## config.mk

```make
export PLATFORM = sky130hd
export DESIGN_NAME = fetch_pc_unit
export DESIGN_NICKNAME = d
export VERILOG_FILES = /design/src/rtl/fetch_pc_unit.sv
export SDC_FILE = /design/constraint.sdc
export NUM_CORES = 1
export LEC_CHECK = 0
export BUFFER_PORTS_ARGS = -buffer_cell sky130_fd_sc_hd__buf_2
export CAP_MARGIN = 20
export CELL_PAD_IN_SITES_DETAIL_PLACEMENT = 1
export CELL_PAD_IN_SITES_GLOBAL_PLACEMENT = 1
export CORE_UTILIZATION = 35
export DETAILED_ROUTE_END_ITERATION = 12
export PLACE_DENSITY_LB_ADDON = 0.1
export SYNTH_ARGS = -nofsm -noshare
export SYNTH_HDL_FRONTEND = slang
export SYNTH_SLANG_ARGS = --single-unit
```

## constraint.sdc

```tcl
create_clock -name clk -period 3.1 [get_ports clk]
set_input_delay 0.155 -clock clk [delete_from_list [all_inputs] [get_ports clk]]
set_output_delay 0.155 -clock clk [all_outputs]
set_load 0.01 [all_outputs]
```

## src/rtl/fetch_pc_unit.sv

```systemverilog
// Fetch-stage PC generator: single-outstanding instruction fetch with a one-entry
// output buffer toward decode, execute redirects and stale-response discard.
module fetch_pc_unit #(
    parameter int unsigned ADDR_W = 64,
    parameter int unsigned INST_W = 32,
    parameter logic [ADDR_W-1:0] RESET_PC = 64'h0000_0000_8000_0000
) (
    input  logic              clk,
    input  logic              rst,
    input  logic              execute_i_need_jump,
    input  logic [ADDR_W-1:0] execute_i_jump_pc,
    input  logic              regD_stall,
    output logic              imem_req_valid,
    input  logic              imem_req_ready,
    output logic [ADDR_W-1:0] imem_req_addr,
    input  logic              imem_resp_valid,
    input  logic [INST_W-1:0] imem_resp_data,
    output logic              fetch_o_valid,
    output logic [ADDR_W-1:0] fetch_o_pc,
    output logic [INST_W-1:0] fetch_o_inst
);

    typedef enum logic [1:0] {StReq, StWait, StHold} state_e;

    state_e            state_q, state_d;
    logic [ADDR_W-1:0] pc_q, pc_d;
    logic              drop_q, drop_d;
    logic              buf_valid_q, buf_valid_d;
    logic [ADDR_W-1:0] buf_pc_q, buf_pc_d;
    logic [INST_W-1:0] buf_inst_q, buf_inst_d;
    logic [ADDR_W-1:0] jump_target;

    assign jump_target = {execute_i_jump_pc[ADDR_W-1:2], 2'b00};

    always_comb begin
        state_d     = state_q;
        pc_d        = pc_q;
        drop_d      = drop_q;
        buf_valid_d = buf_valid_q;
        buf_pc_d    = buf_pc_q;
        buf_inst_d  = buf_inst_q;

        case (state_q)
            StReq: begin
                if (execute_i_need_jump) begin
                    pc_d = jump_target;
                end else if (imem_req_ready) begin
                    state_d = StWait;
                end
            end
            StWait: begin
                if (imem_resp_valid) begin
                    if (drop_q || execute_i_need_jump) begin
                        // Response belongs to a fetch made stale by a redirect
                        drop_d  = 1'b0;
                        state_d = StReq;
                        if (execute_i_need_jump) begin
                            pc_d = jump_target;
                        end
                    end else begin
                        buf_valid_d = 1'b1;
                        buf_pc_d    = pc_q;
                        buf_inst_d  = imem_resp_data;
                        pc_d        = pc_q + ADDR_W'(4);
                        state_d     = StHold;
                    end
                end else if (execute_i_need_jump) begin
                    pc_d   = jump_target;
                    drop_d = 1'b1;
                end
            end
            StHold: begin
                if (execute_i_need_jump) begin
                    buf_valid_d = 1'b0;
                    pc_d        = jump_target;
                    state_d     = StReq;
                end else if (!regD_stall) begin
                    buf_valid_d = 1'b0;
                    state_d     = StReq;
                end
            end
            default: state_d = StReq;
        endcase
    end

    always_ff @(posedge clk) begin
        if (rst) begin
            state_q     <= StReq;
            pc_q        <= RESET_PC;
            drop_q      <= 1'b0;
            buf_valid_q <= 1'b0;
            buf_pc_q    <= '0;
            buf_inst_q  <= '0;
        end else begin
            state_q     <= state_d;
            pc_q        <= pc_d;
            drop_q      <= drop_d;
            buf_valid_q <= buf_valid_d;
            buf_pc_q    <= buf_pc_d;
            buf_inst_q  <= buf_inst_d;
        end
    end

    assign imem_req_valid = (state_q == StReq) && !execute_i_need_jump;
    assign imem_req_addr  = pc_q;
    assign fetch_o_valid  = buf_valid_q;
    assign fetch_o_pc     = buf_pc_q;
    assign fetch_o_inst   = buf_inst_q;

endmodule
```

==> flow_summary.yaml, run 1 <==
status:
  status: "finished, final reports clean"
clock_tree:
  clk_transition_reported_paths_ns: 0.07
  cts_buffer_depth: 2
  clk_latency_ns: 0.43
  ctsHtreeMaxLevel: 4
  cts_tree: "yes"
  cts_buffers: 17
  cts.sinks: 164
  clock-root-buffer: "clkbuf_16"
  cts-resized-gates: 0
sta:
  fin_ws_ns: 0.465
  setup-violations-final: 0
  setup-tns-final_ns: 0
  min_period_over_period: 0.850
  min_period_ns: 2.63
  fmaxAchievable_mhz: 380
  skew_ns: 0.00874
  final-max-slew-violation-count: 0
  rsz0062_at_grt: "no"
  worst_pin_slew_ns: 1.12
  finalHoldViolCount: 0
  relSlewSlack: 0.253
die:
  rows: 53
  initial_core_util: 0.360
  die_w_um: 150
  die-area_mm2: 0.0224
  die_h_um: 150
  io_pins: 264
  coreArea_mm2: 0.0212
logic_synthesis:
  synth_top_family_by_area: "simple AND/OR/NAND/NOR gates"
  yosys.area_share.simple: 0.270
  synth_fa_ha_area_frac: 0.00164
  synth_xor_area_frac: 0.00115
  synth_edf_count: 0
  ys_ff_latch: 164
  synthFlopType: "dfxtp_1"
  muxShareOfSynthArea: 0.0174
  synth.avg_cell_area_um2: 7.55
  syn_inst: 1009
  yosysWarnings: 0
  ys_types: 59
  syn_nets: 1112
  ys_seq_area_frac: 0.431
  async_flop_share: 0
  syn_area_mm2: 0.00762
  synth_compound_area_frac: 0.231
setup_path:
  critPathMaxFanout: 12
  required_ns: 3.45
  rr_worst_depth: 6
  cp-startpoint: "imem_req_addr[10]"
  reg2reg_to: "imem_req_addr[41]"
  path_class: "register to register"
  start_kind: "register"
  arrival_ns: 2.98
  reg2reg_setup_slack_ns: 0.47
  critPathCaptureType: "register"
  worstReg2RegStart: "imem_req_addr[10]"
  crit_end: "imem_req_addr[41]"
global_route:
  grt_max_degree: 80
  grt_pass1_wl_um: 46400
  busiest_layer: "met2"
  grt_pass1_vias: 8382
  grt_usage: 0.266
  grt.overflow.total: 0
  use_met3: 0.0503
  antenna_found_initial: 7
  grt_use_met1: 0.344
  grt_util_met2: 0.436
finish:
  fillers: 2691
  multiInputGateArea_mm2: 0.00400
  final_core_util: 0.482
  fin_cells: 1562
  seq_area_mm2: 0.00328
  area_delta_synth_final_pct: 34.0
  drive_above_1_share: 0.262
  nets: 1371
route:
  via_per_inst: 5.50
  avgRoutedWirePerCell_um: 19.3
  ant_nets: 0
  wirelength_um: 30100
  drt_first_iter_violations: 418
  via_count: 8589
  drt_drc_violations_left: 0
  drt_first_pass_iters: 4
power:
  max-vdd-ir-drop_uv: 409
  p_total_w: 0.00501
  p_leak_nw: 4.14
  p_int_w: 0.00362
  power.density_mw_per_mm2: 491
  switchingPower_w: 0.00139
  power_frac_seq: 0.459
  combPwrFrac: 0.103
  power_frac_clock: 0.438
  swShare: 0.277
flow_run:
  maxCapViolations: 0
placement:
  gp_congestion: 0.822
  io_buffers: 261
  place_inst: 1489
  pre_cts_ws_ns: 0.499
  place_hpwl_um: 20100
min_path:
  min_path_type: "primary input to register"
## repair_timing
item	CTS	global route
setup buffers	0	0
hold buffers	35	0
setup endpoints to repair	0	0
hold endpoints to repair	35	0
## Yosys cell counts, drive strengths merged (2+ instances only)
library cell / number / share of area
nand2: 234 / 0.12
dfxtp: 164 / 0.43
a21oi: 140 / 0.092
clkbuf: 78 / 0.039
nor2: 59 / 0.029
nand3: 41 / 0.028
o21ai: 35 / 0.023
nor3: 29 / 0.019
a211oi: 20 / 0.020
and3: 18 / 0.015
nand4: 18 / 0.015
o221ai: 15 / 0.017
nor4: 13 / 0.011
inv: 12 / 0.0059
o22ai: 12 / 0.0099
mux2i: 11 / 0.014
and4: 10 / 0.012
a22oi: 8 / 0.0079
o31ai: 7 / 0.0069
and2: 6 / 0.0049
or3: 6 / 0.0049
o32ai: 5 / 0.0057
or4: 5 / 0.0054
a221oi: 4 / 0.0046
a311oi: 4 / 0.0046
buf: 4 / 0.0023
o211ai: 4 / 0.0039
o31a: 4 / 0.0046
a2bb2oi: 3 / 0.0035
a41o: 3 / 0.0039
nor2b: 3 / 0.0025
o21a: 3 / 0.0030
o41ai: 3 / 0.0035
or2: 3 / 0.0025
a2111oi: 2 / 0.0025
a221o: 2 / 0.0026
a31o: 2 / 0.0023
a31oi: 2 / 0.0016
mux2: 2 / 0.0030
nor3b: 2 / 0.0020
nor4bb: 2 / 0.0026
## registers in the layout, summed over array words and instances, names as in the netlist
name / cells
fetch_o_inst: 32
state_q: 2
imem_req_addr: 64
fetch_o_pc: 64
fetch_o_valid: 1
drop_q: 1
## cell type report
| type | instances | area share |
|---|---|---|
| sequential | 164 | 0.322 |
| multi-input combinational | 750 | 0.392 |
| tap | 275 | 0.0337 |
| clock buffer | 17 | 0.0417 |
| timing repair buffer | 322 | 0.188 |
| antenna | 6 | 0.00147 |
| clock inverter | 15 | 0.0166 |
| inverter | 13 | 0.00478 |
## logic make-up after synthesis
kind of cell | count (synthesis)
adder cells (fa/ha/maj) | 1
AND/OR/NAND/NOR | 451
multiplexers | 13
flip-flops | 164
buffers and inverters | 95
AO/OA/AOI/OAI | 284
XOR/XNOR | 1
## power by group through the flow
stage / registers (W) / clock network (W) / logic [W]
global route: 0.00231 / 0.00232 / 0.000563
floorplan: 0.00233 / 0 / 0.000237
global placement: 0.00234 / 0 / 0.000474
detailed placement: 0.00235 / 0 / 0.000478
finish: 0.00230 / 0.00219 / 0.000516
CTS: 0.00230 / 0.00223 / 0.000516
## how the worst min path moves through the flow
stage | from | to | slack (ns) | depth (start not counted)
after floorplan | imem_resp_data[0] | fetch_o_inst[0] | 0.29 | 2
after global placement | imem_resp_data[16] | fetch_o_inst[16] | 0.40 | 3
after detailed placement | execute_i_jump_pc[53] | imem_req_addr[53] | 0.40 | 3
after CTS | imem_req_ready | state_q[0] | 0.01 | 3
after global routing | execute_i_jump_pc[38] | imem_req_addr[38] | 0.04 | 3
final | imem_req_ready | state_q[0] | 0.02 | 3
## metal layers
metal | up-vias | wire length (um)
met5 | - | 22
met4 | 4 | 822
met3 | 51 | 1590
met2 | 257 | 14200
met1 | 4122 | 13400
li1 | 4155 | -
## placed cells by master (no fill, tap or decap), types with 18 or more instances in the layout
cell type and instances:
nand4_1 18, and3_1 18, buf_4 22, nor3_1 29, nand3_1 40, nor2_1 58, a211oi_1 20, dfxtp_1 164
dlygate4sd3_1 35, nand2_1 233, o21ai_0 34, a21oi_1 139, buf_2 260
## critical path: stages, from the launching register on
cell	delay [ns]
dfxtp_1	0.45
and3_1	0.35
nand3_1	0.19
or4_4	0.63
or3_1	0.36
or4_1	0.43
a41oi_2	0.13
## metrics by stage
stage / instance area (um^2) / hold WS (ns)
after floorplan: 7620 / 0.291
after global placement: 9250 / 0.396
after detailed placement: 9250 / 0.401
after CTS: 10200 / 0.0109
after global routing: 10200 / 0.0362
final: 10200 / 0.0211
No activity file was read; power rests on OpenSTA's default activity.
==> run 2, diff against run 1 <==
==> constraint.sdc (replaced) <==
create_clock -name clk -period 2.6 [get_ports clk]
set_input_delay 0.13 -clock clk [delete_from_list [all_inputs] [get_ports clk]]
set_output_delay 0.13 -clock clk [all_outputs]
set_load 0.01 [all_outputs]
==> run 2 against run 1 <==
Clock power is 20% higher. Utilization up 1.4 points. Flip-flop and latch count stayed put. First-iteration DRC count rose by 2.6%. Sequential share of layout area fell by 0.93 points. Via count increased by 2.4%. Clock skew rose by 0.0028 ns. Maximum frequency up 6.7%. Critical path depth unchanged. Largest cell class unchanged. Setup slack lost 0.33 ns. Hold slack got worse by 0.0049 ns.
==> flow_summary.yaml, run 2 (synthesized netlist as in run 1, its figures left out) <==
placement:
  io_buffers: 261
  gp_congestion: 0.852
  place_hpwl_um: 21200
  pre_cts_ws_ns: 0.161
die:
  rows: 53
  coreArea_mm2: 0.0212
  die_w_um: 150
  io_pins: 264
  initial_core_util: 0.360
  die-area_mm2: 0.0224
  die_h_um: 150
sta:
  min_period_over_period: 0.950
  finalHoldViolCount: 0
  setup-tns-final_ns: 0
  min_period_ns: 2.47
  hold_ws_ns: 0.0162
  worst_pin_slew_ns: 1.02
  setup-violations-final: 0
  rsz0062_at_grt: "no"
  fmaxAchievable_mhz: 405
  skew_ns: 0.0116
  relSlewSlack: 0.316
  final-max-slew-violation-count: 0
  fin_ws_ns: 0.130
setup_path:
  arrival_ns: 2.84
  required_ns: 2.97
  reg2reg_setup_slack_ns: 0.13
  crit_slowest_cell: "or4_1"
  crit_buf_inv: 0
  path_delay_family: "simple AND/OR/NAND/NOR gates"
  path_cells: "nand4_1 -> or4_1 -> nor2_1 -> nand4_1 -> or4_1 -> nand3_1"
  start_kind: "register"
  cp_slowest_stage_delay_ns: 0.58
  path_class: "register to register"
  worstReg2RegStart: "imem_req_addr[37]"
  rr_worst_depth: 6
  critPathCaptureType: "register"
  critPathMaxFanout: 10
  reg2reg_to: "imem_req_addr[53]"
power:
  power.density_mw_per_mm2: 575
  p_leak_nw: 4.33
  max-vdd-ir-drop_uv: 445
finish:
  final_common_cell: "buf_2"
  nets: 1413
  seq_area_mm2: 0.00328
  fillers: 2723
  final_cell_mix: "buf_2, nand2_1, dfxtp_1"
  multiInputGateArea_mm2: 0.00402
  drive_above_1_share: 0.284
  area_delta_synth_final_pct: 38.0
  final_core_util: 0.497
route:
  wirelength_um: 31200
  drt_first_pass_iters: 4
  drt_drc_violations_left: 0
  drt_first_iter_violations: 429
  via_per_inst: 5.49
  avgRoutedWirePerCell_um: 19.5
  via_count: 8795
  ant_nets: 0
global_route:
  grt.overflow.total: 0
  antenna_found_initial: 3
  grt_max_degree: 93
  grt_usage: 0.276
  grt_pass1_vias: 8652
  grt_pass1_wl_um: 47800
min_path:
  whs_path_depth: 3
  worstHoldStart: "execute_i_jump_pc[56]"
  min_to: "imem_req_addr[56]"
  min_path_type: "primary input to register"
clock_tree:
  cts_buffer_depth: 2
  cts_setup_buffers: 0
  clock-root-buffer: "clkbuf_16"
  clk_latency_ns: 0.44
  cts.sinks: 164
  cts_tree: "yes"
  cts_buffers: 17
  ctsHtreeMaxLevel: 4
  clk_transition_reported_paths_ns: 0.07
status:
  status: "finished, final reports clean"
flow_run:
  maxCapViolations: 0
run 2: metrics by stage:
stage | instance area [um^2] | power, W | cells
final | 10500 | 0.00604 | 1602
after global routing | 10500 | 0.00628 | 1599
after CTS | 10500 | 0.00609 | 1597
after detailed placement | 9510 | 0.00342 | 1528
after global placement | 9510 | 0.00341 | 1528
after floorplan | 7620 | 0.00307 | 1009
run 2: power breakdown:
group	switching (W)	leakage, nW	internal [W]	total [W]
clock network	0.00118	0.278	0.00144	0.00262
registers	0.000108	1.34	0.00260	0.00271
logic	0.000396	2.72	0.000318	0.000714
run 2: worst max-delay path by stage:
stage	from	end	slack, ns	depth (start not counted)
final	imem_req_addr[37]	imem_req_addr[53]	0.13	6
after detailed placement	imem_req_addr[12]	imem_req_addr[43]	0.16	7
after floorplan	imem_req_addr[25]	imem_req_addr[41]	0.31	6
after global routing	imem_req_addr[3]	imem_req_addr[41]	0.03	6
after CTS	imem_req_addr[3]	imem_req_addr[44]	0.07	8
after global placement	imem_req_addr[3]	imem_req_addr[43]	0.22	7
run 2: routing by layer:
layer	vias up	global-route usage	wire, um
met5	-	0	13
met4	2	0.0974	723
met3	47	0.0500	1530
met2	263	0.456	14900
met1	4258	0.357	14000
li1	4225	-	-
run 2: tightest hold or removal path, cell delays in order:
cell and delay, ns:
buf_2 0.07, and3_1 0.13, a211o_1 0.09
run 2: final cells by class:
cell class	count	area share
inverters	13	0.00464
clock buffers	18	0.0408
well taps	275	0.0327
repair buffers	364	0.210
clock inverters	14	0.0157
multi-input cells	750	0.382
flip-flops and latches	164	0.312
diodes	4	0.000952
run 2: what timing repair did:
item / in CTS / in global routing
hold buffers: 37 / 0
resized for setup: 0 / 3
endpoints found under the setup margin: 0 / 3
hold endpoints to repair: 37 / 0
